### config.mk
export PLATFORM = sky130hd
export DESIGN_NAME = jesd204_rx_sync_flat
export DESIGN_NICKNAME = d
export VERILOG_FILES = /design/src/rtl/jesd204_pkg.sv /design/src/rtl/jesd204_rx_sync_if.sv /design/src/rtl/jesd204_rx_err_report.sv /design/src/rtl/jesd204_rx_sync.sv /design/src/flat_wrapper.sv
export SDC_FILE = /design/constraint.sdc
export NUM_CORES = 1
export LEC_CHECK = 0
export CAP_MARGIN = 10
export CORE_ASPECT_RATIO = 0.7
export CORE_UTILIZATION = 28
export CTS_CLUSTER_SIZE = 12
export DETAILED_ROUTE_END_ITERATION = 10
export HOLD_SLACK_MARGIN = 0.12
export PLACE_DENSITY = 0.49
export SYNTH_ARGS = -nofsm -noshare
export SYNTH_HDL_FRONTEND = slang
export SYNTH_SLANG_ARGS = --single-unit
### constraint.sdc
create_clock -name clk -period 2.25 [get_ports clk]
set_input_delay 0.45 -clock clk [delete_from_list [all_inputs] [get_ports clk]]
set_output_delay 0.45 -clock clk [all_outputs]
set_load 0.01 [all_outputs]
### src/rtl/jesd204_pkg.sv
`default_nettype none
// ============================================================================
// Module   : jesd204_pkg
// Purpose  : Shared types and constants for the JESD204B receive link layer:
//            CGS state encodings, control-character codes and the CGS
//            character-count thresholds.
// Ports    : none (package)
// Revision : 1.0 - initial release
// ============================================================================
package jesd204_pkg;

  typedef enum logic [1:0] {
    CS_INIT  = 2'd1,
    CS_CHECK = 2'd2,
    CS_DATA  = 2'd3
  } cgs_state_t;

  localparam logic [7:0] K28_5 = 8'hBC;  // /K/ comma
  localparam logic [7:0] K28_0 = 8'h1C;  // /R/ multiframe start (ILA begin)

  // Widths are chosen so every comparison against the counters is exact-width.
  localparam logic [2:0] CGS_K_MIN       = 3'd4;
  localparam logic [1:0] CGS_INVALID_MAX = 2'd3;
  localparam logic [2:0] CGS_VALID_CLR   = 3'd4;

endpackage
`default_nettype wire

### src/rtl/jesd204_rx_sync_if.sv
`default_nettype none
// ============================================================================
// Module   : jesd204_rx_sync_if
// Purpose  : Decoded 8b/10b octet stream from the lane decoder to the
//            receive link controller.
// Signals  : octet[7:0] decoded octet, is_k control character flag,
//            disp_err running disparity error, nit_err not-in-table error.
// Modports : master (decoder side, drives), slave (link controller, reads)
// Revision : 1.0 - initial release
// ============================================================================
interface jesd204_rx_sync_if;
  logic [7:0] octet;
  logic       is_k;
  logic       disp_err;
  logic       nit_err;

  modport master (output octet, output is_k, output disp_err, output nit_err);
  modport slave  (input  octet, input  is_k, input  disp_err, input  nit_err);
endinterface
`default_nettype wire

### src/rtl/jesd204_rx_err_report.sv
`default_nettype none
// ============================================================================
// Module   : jesd204_rx_err_report
// Purpose  : SYNC~ error-report stretcher. A trigger pulls report_n low from
//            the next cycle until the cycle after the second frame_clk pulse
//            that follows the trigger. Triggers during an active report are
//            ignored; clear aborts the report immediately.
// Ports    : clk, rst_n (async, active-low), frame_clk (frame pulse),
//            clear (link re-init), trigger (reportable error),
//            report_n (active-low report, ANDed into SYNC~)
// Revision : 1.0 - initial release
// ============================================================================
module jesd204_rx_err_report (
  input  wire logic clk,
  input  wire logic rst_n,
  input  wire logic frame_clk,
  input  wire logic clear,
  input  wire logic trigger,
  output logic      report_n
);

  logic r_active;
  logic r_fcnt;    // frame pulses seen since the trigger (0 or 1)

  always_ff @(posedge clk or negedge rst_n) begin
    if (!rst_n) begin
      r_active <= 1'b0;
      r_fcnt   <= 1'b0;
    end else if (clear) begin
      r_active <= 1'b0;
      r_fcnt   <= 1'b0;
    end else if (!r_active) begin
      // A frame pulse coinciding with the trigger is not "subsequent".
      r_fcnt <= 1'b0;
      if (trigger) begin
        r_active <= 1'b1;
      end
    end else if (frame_clk) begin
      if (r_fcnt) begin
        r_active <= 1'b0;
        r_fcnt   <= 1'b0;
      end else begin
        r_fcnt <= 1'b1;
      end
    end
  end

  assign report_n = ~r_active;

endmodule
`default_nettype wire

### src/rtl/jesd204_rx_sync.sv
`default_nettype none
// ============================================================================
// Module   : jesd204_rx_sync
// Purpose  : JESD204B receive link-layer controller for one lane. Runs code
//            group synchronization, releases SYNC~ on an LMFC boundary,
//            detects ILA start (/R/), times the ILA length in multiframes,
//            flags user data valid and re-initializes on character errors.
// Ports    : clk, rst_n (async, active-low), frame_clk, lmfc_clk (pulses),
//            i_link_en, rx (octet stream, slave modport),
//            i_ila_multiframe_length (multiframes - 1),
//            o_sync_n, o_cgs_state, o_ila_start, o_ila_err, o_data_valid,
//            o_err_cnt (saturating, cleared only by reset)
// Options  : JESD_RX_ERR_REPORT_EN - report CS_DATA character errors on SYNC~
// Revision : 1.0 - initial release
// ============================================================================
module jesd204_rx_sync
  import jesd204_pkg::*;
(
  input  wire logic        clk,
  input  wire logic        rst_n,
  input  wire logic        frame_clk,
  input  wire logic        lmfc_clk,
  input  wire logic        i_link_en,
  jesd204_rx_sync_if.slave rx,
  input  wire logic [7:0]  i_ila_multiframe_length,
  output logic             o_sync_n,
  output logic [1:0]       o_cgs_state,
  output logic             o_ila_start,
  output logic             o_ila_err,
  output logic             o_data_valid,
  output logic [7:0]       o_err_cnt
);

  cgs_state_t r_state;
  logic [2:0] r_kcnt;
  logic [1:0] r_icnt;
  logic [2:0] r_vcnt;
  logic [8:0] r_ila_cnt;
  logic       r_sync_n;
  logic       r_data_valid;
  logic       r_ila_start;
  logic       r_ila_err;
  logic [7:0] r_err_cnt;

  logic       w_invalid;
  logic       w_is_kchar;
  logic       w_is_r;
  logic [2:0] w_kcnt_nxt;
  logic [1:0] w_icnt_nxt;
  logic [2:0] w_vcnt_nxt;
  logic [8:0] w_ila_nxt;
  logic [8:0] w_ila_target;
  logic       w_err_hit;
  logic       w_ila_err;
  logic       w_reinit;
  logic       w_report_n;

  // Character classification
  assign w_invalid  = rx.disp_err | rx.nit_err;
  assign w_is_kchar = ~w_invalid & rx.is_k & (rx.octet == K28_5);
  assign w_is_r     = ~w_invalid & rx.is_k & (rx.octet == K28_0);

  assign w_kcnt_nxt   = r_kcnt + 3'd1;
  assign w_icnt_nxt   = r_icnt + 2'd1;
  assign w_vcnt_nxt   = r_vcnt + 3'd1;
  assign w_ila_nxt    = r_ila_cnt + 9'd1;
  assign w_ila_target = {1'b0, i_ila_multiframe_length} + 9'd1;

  // Third invalid character without an intervening run of valid ones.
  assign w_err_hit = w_invalid && (r_state != CS_INIT) && (w_icnt_nxt == CGS_INVALID_MAX);

  // SYNC~ is already released, so this is the first valid non-/K/ and it is
  // not /R/: the ILA did not start correctly.
  assign w_ila_err = (r_state == CS_CHECK) && r_sync_n && !w_invalid && !w_is_kchar && !w_is_r;

  // Any cause of a return to CS_INIT; it outranks SYNC~ release and /R/.
  assign w_reinit = !i_link_en || w_err_hit || w_ila_err;

  always_ff @(posedge clk or negedge rst_n) begin
    if (!rst_n) begin
      r_state      <= CS_INIT;
      r_kcnt       <= 3'd0;
      r_icnt       <= 2'd0;
      r_vcnt       <= 3'd0;
      r_ila_cnt    <= 9'd0;
      r_sync_n     <= 1'b0;
      r_data_valid <= 1'b0;
      r_ila_start  <= 1'b0;
      r_ila_err    <= 1'b0;
      r_err_cnt    <= 8'd0;
    end else begin
      r_ila_start <= 1'b0;
      r_ila_err   <= 1'b0;

      // Error counting covers the re-init character too.
      if ((r_state == CS_DATA) && w_invalid && (r_err_cnt != 8'hFF)) begin
        r_err_cnt <= r_err_cnt + 8'd1;
      end

      if (w_reinit) begin
        r_state      <= CS_INIT;
        r_kcnt       <= 3'd0;
        r_icnt       <= 2'd0;
        r_vcnt       <= 3'd0;
        r_ila_cnt    <= 9'd0;
        r_sync_n     <= 1'b0;
        r_data_valid <= 1'b0;
        r_ila_err    <= i_link_en & w_ila_err;
      end else begin
        case (r_state)
          CS_INIT: begin
            if (w_is_kchar) begin
              if (w_kcnt_nxt == CGS_K_MIN) begin
                r_state <= CS_CHECK;
                r_kcnt  <= 3'd0;
                r_icnt  <= 2'd0;
                r_vcnt  <= 3'd0;
              end else begin
                r_kcnt <= w_kcnt_nxt;
              end
            end else begin
              r_kcnt <= 3'd0;
            end
          end

          CS_CHECK, CS_DATA: begin
            // Invalid/valid windowing shared by both states.
            if (w_invalid) begin
              r_icnt <= w_icnt_nxt;
              r_vcnt <= 3'd0;
            end else if (w_vcnt_nxt == CGS_VALID_CLR) begin
              r_icnt <= 2'd0;
              r_vcnt <= 3'd0;
            end else begin
              r_vcnt <= w_vcnt_nxt;
            end

            if (r_state == CS_CHECK) begin
              // The /R/ check uses the registered SYNC~, so an octet in the
              // release cycle is never examined.
              if (!r_sync_n) begin
                if (lmfc_clk) begin
                  r_sync_n <= 1'b1;
                end
                if (!w_invalid && !w_is_kchar) begin
                  r_kcnt <= 3'd0;
                end
              end else if (w_is_r) begin
                r_state      <= CS_DATA;
                r_ila_start  <= 1'b1;
                r_ila_cnt    <= 9'd0;
                r_data_valid <= 1'b0;
              end
            end else if (!r_data_valid && lmfc_clk) begin
              // Counter freezes once data is valid, so it never wraps.
              r_ila_cnt <= w_ila_nxt;
              if (w_ila_nxt == w_ila_target) begin
                r_data_valid <= 1'b1;
              end
            end
          end

          default: begin
            r_state  <= CS_INIT;
            r_kcnt   <= 3'd0;
            r_icnt   <= 2'd0;
            r_vcnt   <= 3'd0;
            r_sync_n <= 1'b0;
          end
        endcase
      end
    end
  end

`ifdef JESD_RX_ERR_REPORT_EN
  logic w_report_trig;

  // Only errors that do not themselves force re-init are reported.
  assign w_report_trig = i_link_en && (r_state == CS_DATA) && w_invalid && !w_err_hit;

  jesd204_rx_err_report u_err_report (
    .clk       (clk),
    .rst_n     (rst_n),
    .frame_clk (frame_clk),
    .clear     (w_reinit),
    .trigger   (w_report_trig),
    .report_n  (w_report_n)
  );
`else
  logic w_unused_frame_clk;

  assign w_unused_frame_clk = frame_clk;
  assign w_report_n         = 1'b1;
`endif

  assign o_sync_n     = r_sync_n & w_report_n;
  assign o_cgs_state  = r_state;
  assign o_ila_start  = r_ila_start;
  assign o_ila_err    = r_ila_err;
  assign o_data_valid = r_data_valid;
  assign o_err_cnt    = r_err_cnt;

endmodule
`default_nettype wire

### src/flat_wrapper.sv
// flat-port wrapper written by rule: the top's interface ports become plain ports
module jesd204_rx_sync_flat import jesd204_pkg::*;
  (clk, rst_n, frame_clk, lmfc_clk, i_link_en, i_ila_multiframe_length, o_sync_n, o_cgs_state, o_ila_start, o_ila_err, o_data_valid, o_err_cnt, rx_octet, rx_is_k, rx_disp_err, rx_nit_err);
  jesd204_rx_sync_if rx_i ();
  input  wire logic clk;
  input  wire logic rst_n;
  input  wire logic frame_clk;
  input  wire logic lmfc_clk;
  input  wire logic i_link_en;
  input  wire logic [7:0] i_ila_multiframe_length;
  output logic o_sync_n;
  output logic [1:0] o_cgs_state;
  output logic o_ila_start;
  output logic o_ila_err;
  output logic o_data_valid;
  output logic [7:0] o_err_cnt;
  input wire logic [$bits(rx_i.octet)-1:0] rx_octet;
  input wire logic [$bits(rx_i.is_k)-1:0] rx_is_k;
  input wire logic [$bits(rx_i.disp_err)-1:0] rx_disp_err;
  input wire logic [$bits(rx_i.nit_err)-1:0] rx_nit_err;
  assign rx_i.octet = rx_octet;
  assign rx_i.is_k = rx_is_k;
  assign rx_i.disp_err = rx_disp_err;
  assign rx_i.nit_err = rx_nit_err;
  jesd204_rx_sync u_core (.clk(clk), .rst_n(rst_n), .frame_clk(frame_clk), .lmfc_clk(lmfc_clk), .i_link_en(i_link_en), .rx(rx_i), .i_ila_multiframe_length(i_ila_multiframe_length), .o_sync_n(o_sync_n), .o_cgs_state(o_cgs_state), .o_ila_start(o_ila_start), .o_ila_err(o_ila_err), .o_data_valid(o_data_valid), .o_err_cnt(o_err_cnt));
endmodule
======== Yosys cells after proc, flatten, opt, wreduce, memory -nomap -nowiden ========
Cells that the tools add are included.
storage, ports and cells
  flip-flop bits (word level) ............. 31
  bits of input ports ..................... 24
operators by class
  $add $sub $neg .......................... 6
  eq/ne operators ......................... 22
  muxes and demuxes ....................... 50
  bitwise gates (word level) .............. 6
  reduce and logical (&&, ||, !) cells .... 28
operator list
  kind                                                                     count
  9-bit two-way mux                                                        6
  3-bit two-way mux                                                        11
  3-bit by 1-bit inequality test with 1-bit output, second input constant  8
  2-bit two-way mux                                                        11
  1-bit two-way mux                                                        17
  3-bit one-hot mux with 2 select lines                                    2
  1-bit logical AND                                                        10
  5-bit AND reduction                                                      2
  8-bit by 1-bit adder with 9-bit output, second input constant            1
  9-bit by 1-bit adder with 9-bit output, second input constant            1
  9-bit == test                                                            1
  8-bit by 1-bit adder with 8-bit output, second input constant            1
  8-bit by 5-bit == test with 1-bit output, second input constant          1
  8-bit == test, second input constant                                     1
  8-bit inequality test, second input constant                             1
  2-bit one-hot mux with 2 select lines                                    2
  3-bit by 1-bit adder with 3-bit output, second input constant            2
  2-bit == test, second input constant                                     3
  3-bit == test, second input constant                                     2
  3-bit AND reduction                                                      2
  3-bit nonzero test                                                       2
  1-bit zero test                                                          5
  1-bit bitwise AND                                                        4
  2-bit by 1-bit inequality test with 1-bit output, second input constant  2
  12 further kinds                                                         14

======== Depth between registers and ports, before layout ========
  depth after elaboration ................. 11
  mapped depth ............................ 9

======== Worst setup path after synthesis ========
Ideal clock, no wire load.
  path type ............................... register to register
  from .................................... register u_core.r_state[0], in the netlist u_core.o_cgs_state[0]
  to ...................................... register u_core.r_data_valid, in the netlist u_core.o_data_valid
  data arrival time ....................... 1.811 ns
  required time ........................... 2.140 ns
  setup slack ............................. 0.329 ns
  stages on the path, launching flop included .. 7
  buffers on the path ..................... 0
  period minus slack after synthesis ...... 1.921 ns
  path through ............................ dfstp_2 inv_2 nor3b_2 a41oi_1 o21a_1 or3_1 o41ai_1
between the ends
  cells in the longest elaborated chain, start to end .. 8
ends and longest elaborated chain
  item                                                                                             line                                                                   source
  from (decl)                                                                                      jesd204_rx_sync.sv:34                                                  cgs_state_t r_state;
  from (signal assigned)                                                                           jesd204_rx_sync.sv:81                                                  r_state <= CS_INIT;
  from (signal assigned)                                                                           jesd204_rx_sync.sv:101                                                 r_state <= CS_INIT;
  from (signal assigned)                                                                           jesd204_rx_sync.sv:114                                                 r_state <= CS_CHECK;
  2-bit == test                                                                                    jesd204_rx_sync.sv:74, jesd204_rx_sync.sv:110, jesd204_rx_sync.sv:138
  1-bit logical AND (4 in series)                                                                  jesd204_rx_sync.sv:74                                                  assign w_ila_err = (r_state == CS_CHECK) && r_sync_n && !w_invalid && !w_is_kchar && !w_is_r;
  1-bit logical OR                                                                                 jesd204_rx_sync.sv:77                                                  assign w_reinit = !i_link_en || w_err_hit || w_ila_err;
  3-bit by 1-bit inequality test with 1-bit output (no source line), or another cell as far along  n/a
  5-bit AND reduction (no source line)                                                             n/a
  to (signal assigned)                                                                             jesd204_rx_sync.sv:87                                                  r_data_valid <= 1'b0;
  to (signal assigned)                                                                             jesd204_rx_sync.sv:107                                                 r_data_valid <= 1'b0;
  to (signal assigned)                                                                             jesd204_rx_sync.sv:152                                                 r_data_valid <= 1'b0;
  to (decl)                                                                                        jesd204_rx_sync.sv:40                                                  logic r_data_valid;
Several ways; a longest one is shown, not always the timed one. The select of a mux whose other input is x is not followed.
A chain may end at the register's enable or synchronous reset.

======== Worst setup path in the final report ========
  from .................................... input rx_nit_err
  to ...................................... register u_core.r_data_valid, in the netlist u_core.o_data_valid
between the ends
  cells in the longest elaborated chain, start to end .. 10
ends and longest elaborated chain
  item                                                                                             line                                          source
  from (decl)                                                                                      flat_wrapper.sv:20                            input wire logic [$bits(rx_i.nit_err)-1:0] rx_nit_err;
  1-bit OR *                                                                                       jesd204_rx_sync.sv:59                         assign w_invalid = rx.disp_err | rx.nit_err;
  1-bit inverter                                                                                   jesd204_rx_sync.sv:60, jesd204_rx_sync.sv:61
  1-bit bitwise AND                                                                                jesd204_rx_sync.sv:60, jesd204_rx_sync.sv:61
  1-bit bitwise AND                                                                                jesd204_rx_sync.sv:60                         assign w_is_kchar = ~w_invalid & rx.is_k & (rx.octet == K28_5);
  1-bit zero test                                                                                  jesd204_rx_sync.sv:74
  1-bit logical AND (2 in series)                                                                  jesd204_rx_sync.sv:74
  1-bit logical OR                                                                                 jesd204_rx_sync.sv:77
  3-bit by 1-bit inequality test with 1-bit output (no source line), or another cell as far along  n/a
  5-bit AND reduction (no source line)                                                             n/a
Every way passes the cells marked *; elsewhere a longest branch is shown, timed or not.

==> results.md <==
* Hold buffers post-CTS at 0
* Non-Filler Instances at 366
* Filler instances at 663
* Cell Area, Synth at 1940 sq um
* Fin crit share at 92.2%
* Die area at 7260 sq um
* Fin area at between 2000 and 3000 sq um
* Post-CTS Repair Setup Buffers at 0
* Pwr Density at between 500 and 600 nW/um^2
* GR Layer Usage met1 at around 22%
* Share of layout cells above drive strength 1 at around 14%
* Post_cts resized at 0
* DRC violations left at 0
* FFs w/ async S/R, synth at 100%
* CTS tree: built
* Drt total wl at 4650 um
* Placed insts at around 360
* Synth warnings at 0
* Slew Limit Fails at 0
* Final ANT Viol Nets at 0
* Reg2Reg Depth at 6
* Die height at a little over 70 um
* Row cnt at 24
* First-pass GRT wire length at 7580 um
* Max Freq at 482 MHz
* Final #Nets at 306
* GRT Util Overall at 13.8%
* Placed inst area at 2580 sq um
* Sequential-to-total area share from yosys stat at 40.1%
* DR iter-0 viols at 78
* Final Hold Viols at 0
* Pre-antenna DRT Iters at 6
* Sink Count at 31
* Mapped Nets at ~240
* Die Width at ~100 um
* Outcome: completed
* Worst Path Max Fanout at 4
* Root Buffer: clkbuf_8
* Minimum clock period at 2080 ps
* Starting Density at 30.0%
* DP HPWL at roughly 3700 um
* Layout area overhead at 37.5%
* CP Class: in -> reg
* Core Region at 6460 sq um
* Vias per inst at 4.64
* GRT met3 Usage at 3.02%
* Antenna violations before repair at 0
* Pin count of the biggest net entering global routing at 32
* Worst Skew at 7.04 ps
* Routed wire per std cell at 12.7 um
* Worst EP required at 2430 ps
* Final Util at 41.3%
* Vias in the first global route at about 1600
* Clock buffer depth at 2
* CTS HTree Levels at 2
* M2 GR Usage at between 10% and 20%
* Number of synthesized flops with an enable pin at 0
* GRT overflow at 0
* Maximum VDD drop at between 300 and 400 uV
* Vias at roughly 1700
* Yosys cell types at 42
* Busiest grt layer: met1
* # setup viols final at 0
* Critical Path AT at 2250 ps
* Number of diodes at 0
* Worst-path clk slew at around 70 ps
* Critical path launch point type: primary input
* Top FF cell, synth: dfrtp_1
* Hold path depth at 1
* Slew of the pin with the lowest slew margin at 533 ps
* Hold WC Path Type: reg -> reg
* RSZ-0062 raised after global routing: false
* Crit path capture type: flip-flop
* Slew headroom at 64.2%
* Pre-CTS WS at -180 ps
* Number of buffers created by CTS at 5
* Routability cong. at 0.775
* Maxcap violations at 0
* I/O pins at 38
* P_leak at ~1.2 nW
* Final setup margin at 175 ps
* Clock Latency Late Sink at 280 ps
* Syn_area_per_cell at around 9.3 sq um
* Port buffer count at 36
* Post-synthesis register bit count at 31
* Syn Inst Count at 209
[logic make-up (layout without fill, tap and decap cells)]
family	Yosys count	after routing	share of synthesized area, %
adders and majority gates	8	8	5.17
xor gates and xnor gates	30	30	13.6
and+or+nand+nor	89	89	24.5
AOI/OAI and AO/OA	44	44	14.5
muxes	2	2	1.10
buffers and inverters	5	71	1.03
DFF	31	31	40.1
[placed cells by master, fill, tap and decap left out, drive strengths merged, types with 2 or more instances in the layout]
cell type      count
a21boi             2
a21o               4
xor2               8
or3                2
nand2b             4
o31ai              3
nor3b              2
nand3             14
o21ai             20
nand2             22
inv                3
and4b              2
nor3               8
nor2b              3
and3               8
nor2              17
nand4              5
clkbuf             7
dfrtp             30
o22ai              2
clkdlybuf4s50     36
a21oi              2
ha                 8
a31oi              2
buf               24
a41oi              2
o41ai              3
xnor2             22
[final cells by class]
type | count | area (sq um) | area share (%)
timing repair buffer | 60 | 541 | 20.3
clock buffer | 7 | 76.3 | 2.87
inverter | 3 | 11.3 | 0.423
sequential | 31 | 777 | 29.2
tap | 91 | 114 | 4.27
clock inverter | 1 | 5.00 | 0.188
multi-input combinational | 173 | 1140 | 42.8
[power breakdown]
part           switching [W]  total (W)  internal, W
sequential         0.0000770   0.000695     0.000618
clock               0.000206   0.000423     0.000217
combinational       0.000183   0.000423     0.000240
total               0.000466    0.00154      0.00107
[through the flow]
stage          hold WS [ps]  TNS, ps  total power, W
2_1_floorplan           154        0        0.000883
3_3_place_gp            469     -651         0.00113
3_5_place_dp            472     -567         0.00113
4_1_cts                 487        0         0.00156
5_1_grt                 512        0         0.00163
6_report                482        0         0.00154
[worst max-delay path, cell delays in order]
cell             delay (ps)
clkdlybuf4s50_1         450
nor2_4                  130
and3_2                  220
a41oi_1                 120
o21a_1                  190
or3_1                   360
o41ai_1                 340
[state kept, by name, indices dropped and copies added, names as in the netlist]
name                 cells
u_core.r_ila_cnt         9
u_core.o_err_cnt         8
u_core.r_kcnt            3
u_core.r_vcnt            3
u_core.o_cgs_state       2
u_core.r_icnt            2
u_core.o_data_valid      1
u_core.o_ila_err         1
u_core.o_ila_start       1
u_core.o_sync_n          1
[Yosys cell counts, drive strengths merged (3+ instances only)]
library cell | instances | area (sq um)
o31ai | 3 | 22.5
a21o | 4 | 30.0
o21ai | 20 | 100
nor3 | 8 | 40.0
inv | 3 | 11.3
xnor2 | 22 | 193
nor2 | 17 | 78.8
xor2 | 8 | 70.1
nor2b | 3 | 18.8
and3 | 8 | 56.3
o41ai | 3 | 26.3
ha | 8 | 100
nand4 | 5 | 31.3
nand2b | 4 | 25.0
nand3 | 14 | 75.1
dfrtp | 30 | 751
nand2 | 22 | 82.6
[layer usage]
metal	vias up	wire length (um)	part of all wire, %
met4	0	65	1.4
met3	8	142	3.1
met1	774	2700	58
met2	27	1750	38
met5	-	0	0
li1	889	-	-
[path summary, 6_finish.rpt]
check	startpoint	to	slack, ps
hold reg to reg	u_core.r_icnt[1]	u_core.r_icnt[1]	480
setup reg to reg	u_core.r_ila_cnt[2]	u_core.o_data_valid	270
max in group asynchronous	rst_n	u_core.o_cgs_state[0]	1370
setup / recovery	rx_nit_err	u_core.o_data_valid	170
hold / removal	u_core.r_icnt[1]	u_core.r_icnt[1]	480
min in group asynchronous	rst_n	u_core.o_err_cnt[5]	550
Power figures use the tool's default switching activity.
